### config.mk
export PLATFORM = sky130hd
export DESIGN_NAME = usb_rx_pkt_ctrl
export DESIGN_NICKNAME = d
export VERILOG_FILES = /design/src/rtl/usb_rx_pkt_ctrl.sv
export SDC_FILE = /design/constraint.sdc
export NUM_CORES = 1
export LEC_CHECK = 0
export ABC_AREA = 1
export BUFFER_PORTS_ARGS = -buffer_cell sky130_fd_sc_hd__buf_2
export CAP_MARGIN = 25
export CORE_ASPECT_RATIO = 1.75
export CORE_MARGIN = 2
export CORE_UTILIZATION = 53
export DETAILED_ROUTE_END_ITERATION = 10
export GPL_TIMING_DRIVEN = 0
export PLACE_DENSITY_LB_ADDON = 0.15
export SLEW_MARGIN = 25
export SYNTH_ARGS = -nofsm -noshare
export SYNTH_HDL_FRONTEND = slang
export SYNTH_SLANG_ARGS = --single-unit
### constraint.sdc
create_clock -name clk -period 2.5 [get_ports clk]
set_clock_uncertainty 0.15 [all_clocks]
set_input_delay 0.25 -clock clk [delete_from_list [all_inputs] [get_ports clk]]
set_output_delay 0.25 -clock clk [all_outputs]
set_load 0.005 [all_outputs]
### src/rtl/usb_rx_pkt_ctrl.sv
// USB receive packet controller: tracks SYNC/PID/payload/EOP framing, streams
// payload bytes to the receive FIFO and flags framing errors.
`timescale 1ns/1ps

module usb_rx_pkt_ctrl #(
  parameter int unsigned MAX_DATA_BYTES = 64,
  parameter int unsigned BUF_DEPTH      = 64,
  parameter int unsigned OCC_W          = 7,
  parameter int unsigned PID_CHECK      = 1
) (
  input  logic                                 clk,
  input  logic                                 n_rst,
  input  logic                                 d_edge,
  input  logic                                 eop,
  input  logic                                 byte_received,
  input  logic [7:0]                           rcv_data,
  input  logic [OCC_W-1:0]                     buffer_occupancy,
  output logic                                 rx_transfer_active,
  output logic                                 rx_error,
  output logic [3:0]                           rx_packet,
  output logic                                 rx_data_ready,
  output logic [7:0]                           rx_packet_data,
  output logic                                 store_rx_packet_data,
  output logic                                 flush,
  output logic [$clog2(MAX_DATA_BYTES+3)-1:0]  rx_byte_count
);

  localparam int unsigned      CNT_W      = $clog2(MAX_DATA_BYTES + 3);
  localparam logic [CNT_W-1:0] CNT_LIMIT  = CNT_W'(MAX_DATA_BYTES + 3);
  localparam logic [CNT_W-1:0] CNT_TWO    = CNT_W'(2);
  localparam logic [OCC_W-1:0] OCC_FULL   = OCC_W'(BUF_DEPTH);
  localparam logic [7:0]       SYNC_BYTE  = 8'h80;

  localparam logic [3:0] PID_OUT   = 4'b0001;
  localparam logic [3:0] PID_IN    = 4'b1001;
  localparam logic [3:0] PID_DATA0 = 4'b0011;
  localparam logic [3:0] PID_DATA1 = 4'b1011;
  localparam logic [3:0] PID_ACK   = 4'b0010;
  localparam logic [3:0] PID_NAK   = 4'b1010;
  localparam logic [3:0] PID_STALL = 4'b1110;

  typedef enum logic [2:0] {
    IDLE   = 3'd0,
    SYNC   = 3'd1,
    PID    = 3'd2,
    TOKEN  = 3'd3,
    DATA   = 3'd4,
    HSHAKE = 3'd5,
    ERR    = 3'd6,
    DONE   = 3'd7
  } state_t;

  typedef enum logic [1:0] {
    PK_BAD    = 2'd0,
    PK_TOKEN  = 2'd1,
    PK_DATA   = 2'd2,
    PK_HSHAKE = 2'd3
  } pid_kind_t;

  state_t           state, state_nxt;
  pid_kind_t        pid_kind;
  logic             error_nxt;
  logic [3:0]       packet_nxt;
  logic [7:0]       data_nxt;
  logic [CNT_W-1:0] count_nxt;
  logic [CNT_W-1:0] cnt_inc;
  logic             store_nxt;
  logic             flush_nxt;
  logic             ready_nxt;
  logic             active_nxt;

  // PID class from the lower nibble, optionally gated by the complement check
  always_comb begin
    pid_kind = PK_BAD;
    case (rcv_data[3:0])
      PID_OUT, PID_IN:             pid_kind = PK_TOKEN;
      PID_DATA0, PID_DATA1:        pid_kind = PK_DATA;
      PID_ACK, PID_NAK, PID_STALL: pid_kind = PK_HSHAKE;
      default:                     pid_kind = PK_BAD;
    endcase
    if ((PID_CHECK != 0) && (rcv_data[7:4] != ~rcv_data[3:0])) begin
      pid_kind = PK_BAD;
    end
  end

  // Next-state and next-output logic; a received byte always wins over eop
  always_comb begin
    state_nxt  = state;
    error_nxt  = rx_error;
    packet_nxt = rx_packet;
    data_nxt   = rx_packet_data;
    count_nxt  = rx_byte_count;
    store_nxt  = 1'b0;
    flush_nxt  = 1'b0;
    cnt_inc    = rx_byte_count + CNT_W'(1);

    case (state)
      IDLE: begin
        if (d_edge) begin
          state_nxt = SYNC;
          count_nxt = '0;
          error_nxt = 1'b0;
        end
      end

      SYNC: begin
        if (byte_received) begin
          state_nxt = (rcv_data == SYNC_BYTE) ? PID : ERR;
        end else if (eop) begin
          state_nxt = ERR;
        end
      end

      PID: begin
        if (byte_received) begin
          case (pid_kind)
            PK_TOKEN: begin
              state_nxt  = TOKEN;
              packet_nxt = rcv_data[3:0];
            end
            PK_DATA: begin
              state_nxt  = DATA;
              packet_nxt = rcv_data[3:0];
              flush_nxt  = 1'b1;
            end
            PK_HSHAKE: begin
              state_nxt  = HSHAKE;
              packet_nxt = rcv_data[3:0];
            end
            default: state_nxt = ERR;
          endcase
        end else if (eop) begin
          state_nxt = ERR;
        end
      end

      TOKEN: begin
        if (byte_received) begin
          count_nxt = cnt_inc;
          data_nxt  = rcv_data;
          if (rx_byte_count == CNT_TWO) begin
            state_nxt = ERR;
          end
        end else if (eop) begin
          state_nxt = (rx_byte_count == CNT_TWO) ? DONE : ERR;
        end
      end

      DATA: begin
        if (byte_received) begin
          if (buffer_occupancy >= OCC_FULL) begin
            state_nxt = ERR;
          end else begin
            count_nxt = cnt_inc;
            if (cnt_inc == CNT_LIMIT) begin
              state_nxt = ERR;
            end else begin
              data_nxt  = rcv_data;
              store_nxt = 1'b1;
            end
          end
        end else if (eop) begin
          state_nxt = (rx_byte_count >= CNT_TWO) ? DONE : ERR;
        end
      end

      HSHAKE: begin
        if (byte_received) begin
          state_nxt = ERR;
        end else if (eop) begin
          state_nxt = DONE;
        end
      end

      ERR: begin
        if (eop) begin
          state_nxt = IDLE;
        end
      end

      DONE:    state_nxt = IDLE;
      default: state_nxt = IDLE;
    endcase

    // Error entry: flag sticks until the next packet start, FIFO is discarded
    if ((state_nxt == ERR) && (state != ERR)) begin
      error_nxt  = 1'b1;
      flush_nxt  = 1'b1;
      packet_nxt = 4'h0;
    end

    ready_nxt  = (state_nxt == DONE);
    active_nxt = (state_nxt != IDLE) && (state_nxt != DONE);
  end

  // State and registered outputs
  always_ff @(posedge clk or negedge n_rst) begin
    if (!n_rst) begin
      state                <= IDLE;
      rx_transfer_active   <= 1'b0;
      rx_error             <= 1'b0;
      rx_packet            <= 4'h0;
      rx_data_ready        <= 1'b0;
      rx_packet_data       <= 8'h00;
      store_rx_packet_data <= 1'b0;
      flush                <= 1'b0;
      rx_byte_count        <= '0;
    end else begin
      state                <= state_nxt;
      rx_transfer_active   <= active_nxt;
      rx_error             <= error_nxt;
      rx_packet            <= packet_nxt;
      rx_data_ready        <= ready_nxt;
      rx_packet_data       <= data_nxt;
      store_rx_packet_data <= store_nxt;
      flush                <= flush_nxt;
      rx_byte_count        <= count_nxt;
    end
  end

endmodule
* Word-level counts from Yosys, hierarchy flattened
Cells that the tools add are included.
** Word-level totals
- Input bits :: 20
- Bits in registers :: 27
- Output and inout port bits :: 24
** Cells by class
- Reductions and logical operators :: 19
- Equal/unequal tests :: 30
- Add/sub/neg operators :: 1
- Magnitude comparators :: 2
- Bitwise operators :: 1
- Multiplexer cells :: 46
** Operators by type and width (number)
- 3-bit 2-to-1 mux :: 15
- 8-bit 2-to-1 mux :: 4
- 7-bit 2-to-1 mux :: 4
- 3-bit case mux with 8 select lines :: 1
- 7-bit case mux with 3 select lines :: 1
- 3-bit == test, second input constant :: 6
- 4-bit == test, second input constant :: 4
- 4-bit 2-to-1 mux :: 4
- 8-bit case mux with 2 select lines :: 1
- 1-bit 2-to-1 mux :: 13
- 2-bit nonzero test :: 6
- 2-bit != test, second input constant :: 5
- 5-bit AND reduction :: 2
- 3-bit case mux with 3 select lines :: 1
- 4-bit by 2-bit == test with 1-bit output, second input constant :: 2
- 8-bit == test, second input constant :: 1
- 7-bit by 1-bit adder with 7-bit output, second input constant :: 1
- 7-bit by 2-bit == test with 1-bit output, second input constant :: 1
- 7-bit == test, second input constant :: 1
- 7-bit by 2-bit greater-or-equal comparator with 1-bit output, second input constant :: 1
- 7-bit greater-or-equal comparator, second input constant :: 1
- 3-bit by 2-bit == test with 1-bit output, second input constant :: 2
- 3-bit != test, second input constant :: 2
- 2-bit case mux with 3 select lines :: 1
- 14 further kinds :: 19

* Depth between registers and ports, before layout
- Depth after elaboration :: 12
- Gate-level depth with buffers :: 15

* Worst setup path after synthesis
Ideal clock, no wire load.
- Path kind :: register to register
- From :: register rx_byte_count[1]
- To :: register rx_packet[0]
- Clock period less this slack :: 1.934 ns
- Path slack :: 0.566 ns
- Setup time :: 0.118 ns
- Data arrival time :: 1.666 ns
- Path buffers :: 0
- Data required time :: 2.232 ns
- Cell stages (with the launch flop) :: 14
- Cell sequence :: dfrtp_1 ha_1 xnor2_1 nand2_1 nor2_2 nand2_2 nand3_1 nand2_1 nand2_2 nand2_2 clkinv_1 nand2_2 nor2_4 nor2_2
** Between the ends
- Word-level cells in the longest chain between the ends :: 10
- Elaborated cells on any way between the ends :: 21
** RTL lines
- start: declaration :: line 25 : output logic [$clog2(MAX_DATA_BYTES+3)-1:0] rx_byte_count
- start signal: assignment :: line 217 : rx_byte_count <= count_nxt;
- 7-bit by 1-bit adder with 7-bit output :: line 95 : cnt_inc = rx_byte_count + CNT_W'(1);
- 7-bit == test :: line 155 : if (cnt_inc == CNT_LIMIT) begin
- 3-bit 2-to-1 mux :: line 155
- 3-bit 2-to-1 mux :: line 151 : if (buffer_occupancy >= OCC_FULL) begin
- 3-bit 2-to-1 mux :: line 150 : if (byte_received) begin
- 3-bit case mux with 8 select lines * :: line 97 : case (state)
- 3-bit == test * :: line 186 : if ((state_nxt == ERR) && (state != ERR)) begin
- 1-bit logical AND * :: line 186
- 2-bit nonzero test (no line)
- 3-bit AND reduction (no line)
- end signal: assignment :: line 212 : rx_packet <= packet_nxt;
- end: declaration :: line 20 : output logic [3:0] rx_packet,
Every way passes the cells marked *; elsewhere a longest branch is shown, timed or not.
A chain may end at the register's enable or synchronous reset.

* Worst setup path after layout
- From :: register rx_byte_count[1]
- To :: register rx_packet[0]
** Between the ends
- Word-level cells in the longest chain between the ends :: 10
- Elaborated cells on any way between the ends :: 21
** RTL lines
- 7-bit by 1-bit adder with 7-bit output :: line 95
- 7-bit == test :: line 155
- 3-bit 2-to-1 mux :: line 155
- 3-bit 2-to-1 mux :: line 151
- 3-bit 2-to-1 mux :: line 150
- 3-bit case mux with 8 select lines * :: line 97
- net state_nxt[1] :: line 60 : state_t state, state_nxt;
- 3-bit == test * :: line 186
- 1-bit logical AND * :: line 186
- 2-bit nonzero test (no line)
- 3-bit AND reduction (no line)
The timed path passes the listed nets; every way through them passes the cells marked *.

==> results.yml <==
outcome:
  status: "complete, no violations"
sta:
  fin_crit_ns: 2.13
  rsz0062_at_grt: "false"
  drv_slew: 0
  finalHoldViolCount: 0
  fin_crit_sh_pct: 85.2
  finalWorstSetupSlack_ns: 0.370
  finalSetupViolations: 0
  setup_tns_ns: 0
  hold_slack_ns: 0.0864
  worst_slew_pin_slew_ns: 0.596
  fmax_mhz: 470
  maxSlewHeadroom_pct: 60.2
logic_synthesis:
  postSynthCellCount: 240
  synth_cell_types: 31
  yosysWarnings: 0
  syn_nets: 262
  avgSynthCellArea_um2: 7.33
  synth_compound_area_share_pct: 12.7
  async_flop_share_pct: 100
  synth_xor_area_share_pct: 0.498
  ys.flop_type: "dfrtp_1"
  synth_top_area_cell: "dfrtp_1"
  synth-seq-cells: 27
  yosys.area_share.adder_pct: 1.42
  yosys-top-cells-area: "dfrtp_1, nand2_1, inv_1"
  yosys.area_share.simple_pct: 36.6
  synth_top_family_by_area: "simple AND/OR/NAND/NOR gates"
  syn_area_um2: 1760
  synth_edf_count: 0
  yosysSeqAreaShare_pct: 38.4
  synth_mux_area_share_pct: 0.640
  synth_top_cell_area_share_pct: 38.4
worst_setup_path:
  worstPathArrival_ns: 2.15
  slowest_stage: "dfrtp_1"
  path_buf_inv: 0
  start_kind: "flip-flop"
  critPathTopFamily: "simple AND/OR/NAND/NOR gates"
  path_max_fanout: 7
  critPathKind: "reg2reg"
  r2r_end: "rx_packet[0]"
  critPathMostFrequentCell: "nand2_1"
  crit_chain: "ha_1 > nand3_2 > o21ai_1 > nand2_1 > nor2_1 > nand2_2 > nand3_2 > nand2_1 > nand2_1 > nand2_2 > nand2_4 > nand2_4 > nor2_4 > nor2_2"
  reg2reg_depth: 14
  cp-end-kind: "flip-flop"
  path_depth: 14
  r2r-start: "rx_byte_count[1]"
  required_ns: 2.52
  r2r_slack_ns: 0.37
  slowest_delay_ns: 0.45
cts:
  clkLatencyLatePin_ns: 0.27
  clock_path_buffers: 2
  tritoncts: "yes"
  cts.sinks: 27
  cts_setup_buffers: 0
  path_clk_slew_ns: 0.09
  postCtsHoldBufs: 1
  htreeDepth: 1
  cts_root_buf: "clkbuf_8"
  cts-resized-gates: 0
  cts_inserted_buffers: 3
cells_and_area:
  antennaDiodeCount: 0
  drive_gt1_share_pct: 28.1
  final_core_util_pct: 64.5
  area_delta_synth_final_pct: 16.4
  nets: 304
grt:
  antenna_found_initial: 0
  first_global_vias: 1685
  grtUsageTotal_pct: 24.0
  grt_overflow: 0
  grt_max_degree: 28
  grt_pass1_wl_mm: 6.80
placement:
  dp_slack_ns: 0.376
  dp_hpwl_mm: 3.10
  gp_congestion: 0.837
  portBuffers: 36
power_and_ir_drop:
  netSwitchingPower_mw: 0.911
  power_frac_clock_pct: 12.2
  pwr-share-seq_pct: 33.9
  comb_power_share_pct: 53.9
  internal_power_mw: 1.09
  power_density_nw_per_um2: 977
  vdd_drop_max_mv: 0.641
  swShare_pct: 45.5
  p_leak_nw: 1.06
floorplan:
  start_util_pct: 55.4
  die_h_um: 80.2
  core_area_um2: 3180
  num_io_pins: 44
  num_rows: 27
  die_area_um2: 3810
  die_x_um: 47.6
route:
  drtIter0Drc: 35
  routedWlPerCell_um: 12.0
  drtPass1Iterations: 4
  routed_wl_mm: 3.89
  drc: 0
  viasPerCell: 5.19
  num_vias: 1683
  antenna_left: 0
hold_path:
  hold_class: "in2reg"
  whs_path_depth: 2
  hp-start: "rcv_data[6]"
  hold_end: "rx_packet_data[6]"
run:
  maxCapViolations: 0
-- power groups by stage --
stage / Clock [mW] / Sequential, mW / Combinational (mW)
final: 0.245 / 0.679 / 1.08
after global routing: 0.264 / 0.700 / 1.24
after floorplan: 0 / 0.690 / 0.779
after global placement: 0 / 0.685 / 1.06
after CTS: 0.244 / 0.680 / 1.08
after detailed placement: 0 / 0.689 / 1.07
-- synth_stat cells, types with 2 or more instances --
cell	n
dfrtp_1	27
nor2_4	2
ha_1	2
a21oi_1	5
a31oi_1	2
nand4_1	4
buf_4	3
clkinv_1	2
nor3_1	3
o21ai_0	3
nand3_1	14
o22ai_1	5
nor2_2	9
nor2_1	24
nand2_4	3
nand2_2	7
inv_1	30
nand3_2	2
nand2_1	55
o21ai_1	20
inv_2	8
-- metrics by stage --
stage / instance area [um2] / power [mW] / cells
6_report: 2050 / 2.00 / 324
5_1_grt: 2050 / 2.20 / 324
4_1_cts: 2050 / 2.01 / 324
3_5_place_dp: 1990 / 1.76 / 319
3_3_place_gp: 1990 / 1.74 / 319
2_1_floorplan: 1760 / 1.47 / 240
-- cells in the final DEF (no fill, tap or decap), drive strengths merged, types with 2 or more instances in the layout --
master and instances:
a21oi 5, a31oi 2, buf 39, clkbuf 4
clkinv 2, dfrtp 27, ha 2, inv 38
nand2 65, nand3 16, nand4 5, nor2 35
nor3 5, o21ai 24, o22ai 5
-- final cells by class --
cell class / instances / area (um2)
Buffer: 3 / 22.5
Clock buffer: 4 / 45.0
Fill cell: 339 / 1130
Inverter: 40 / 150
Multi-Input combinational cell: 170 / 911
Sequential cell: 27 / 676
Tap cell: 43 / 53.8
Timing Repair Buffer: 37 / 190
-- worst max-delay path by stage --
stage	to	from	slack (ns)
3_5_place_dp	rx_packet[0]	rx_byte_count[1]	0.38
5_1_grt	rx_packet[0]	rx_byte_count[1]	0.16
4_1_cts	rx_packet[0]	rx_byte_count[1]	0.36
2_1_floorplan	rx_packet[0]	rx_byte_count[1]	0.57
6_report	rx_packet[0]	rx_byte_count[1]	0.37
3_3_place_gp	rx_packet[3]	rx_byte_count[1]	0.38
-- cell families (layout without fill, tap and decap cells) --
| kind of cell | Yosys count | count (layout) |
|---|---|---|
| simple gates | 127 | 127 |
| compound gates | 39 | 39 |
| mux | 1 | 1 |
| xor+xnor | 1 | 1 |
| buf+inv | 43 | 84 |
| fa+ha+maj | 2 | 2 |
| flops | 27 | 27 |
-- metal layers --
layer / vias to the layer above / share of wire, % / GRT usage, %
li1: 855 / - / -
met1: 793 / 38 / 23.8
met2: 28 / 58 / 46.1
met3: 7 / 2.5 / 2.92
met4: 0 / 1.6 / 8.92
met5: - / 0 / 0
-- registers in the layout (all words and copies together) (netlist names), 3 cells and up --
signal          cells
rx_packet           4
rx_packet_data      8
state               3
rx_byte_count       7
No activity file was read; power rests on OpenSTA's default activity.
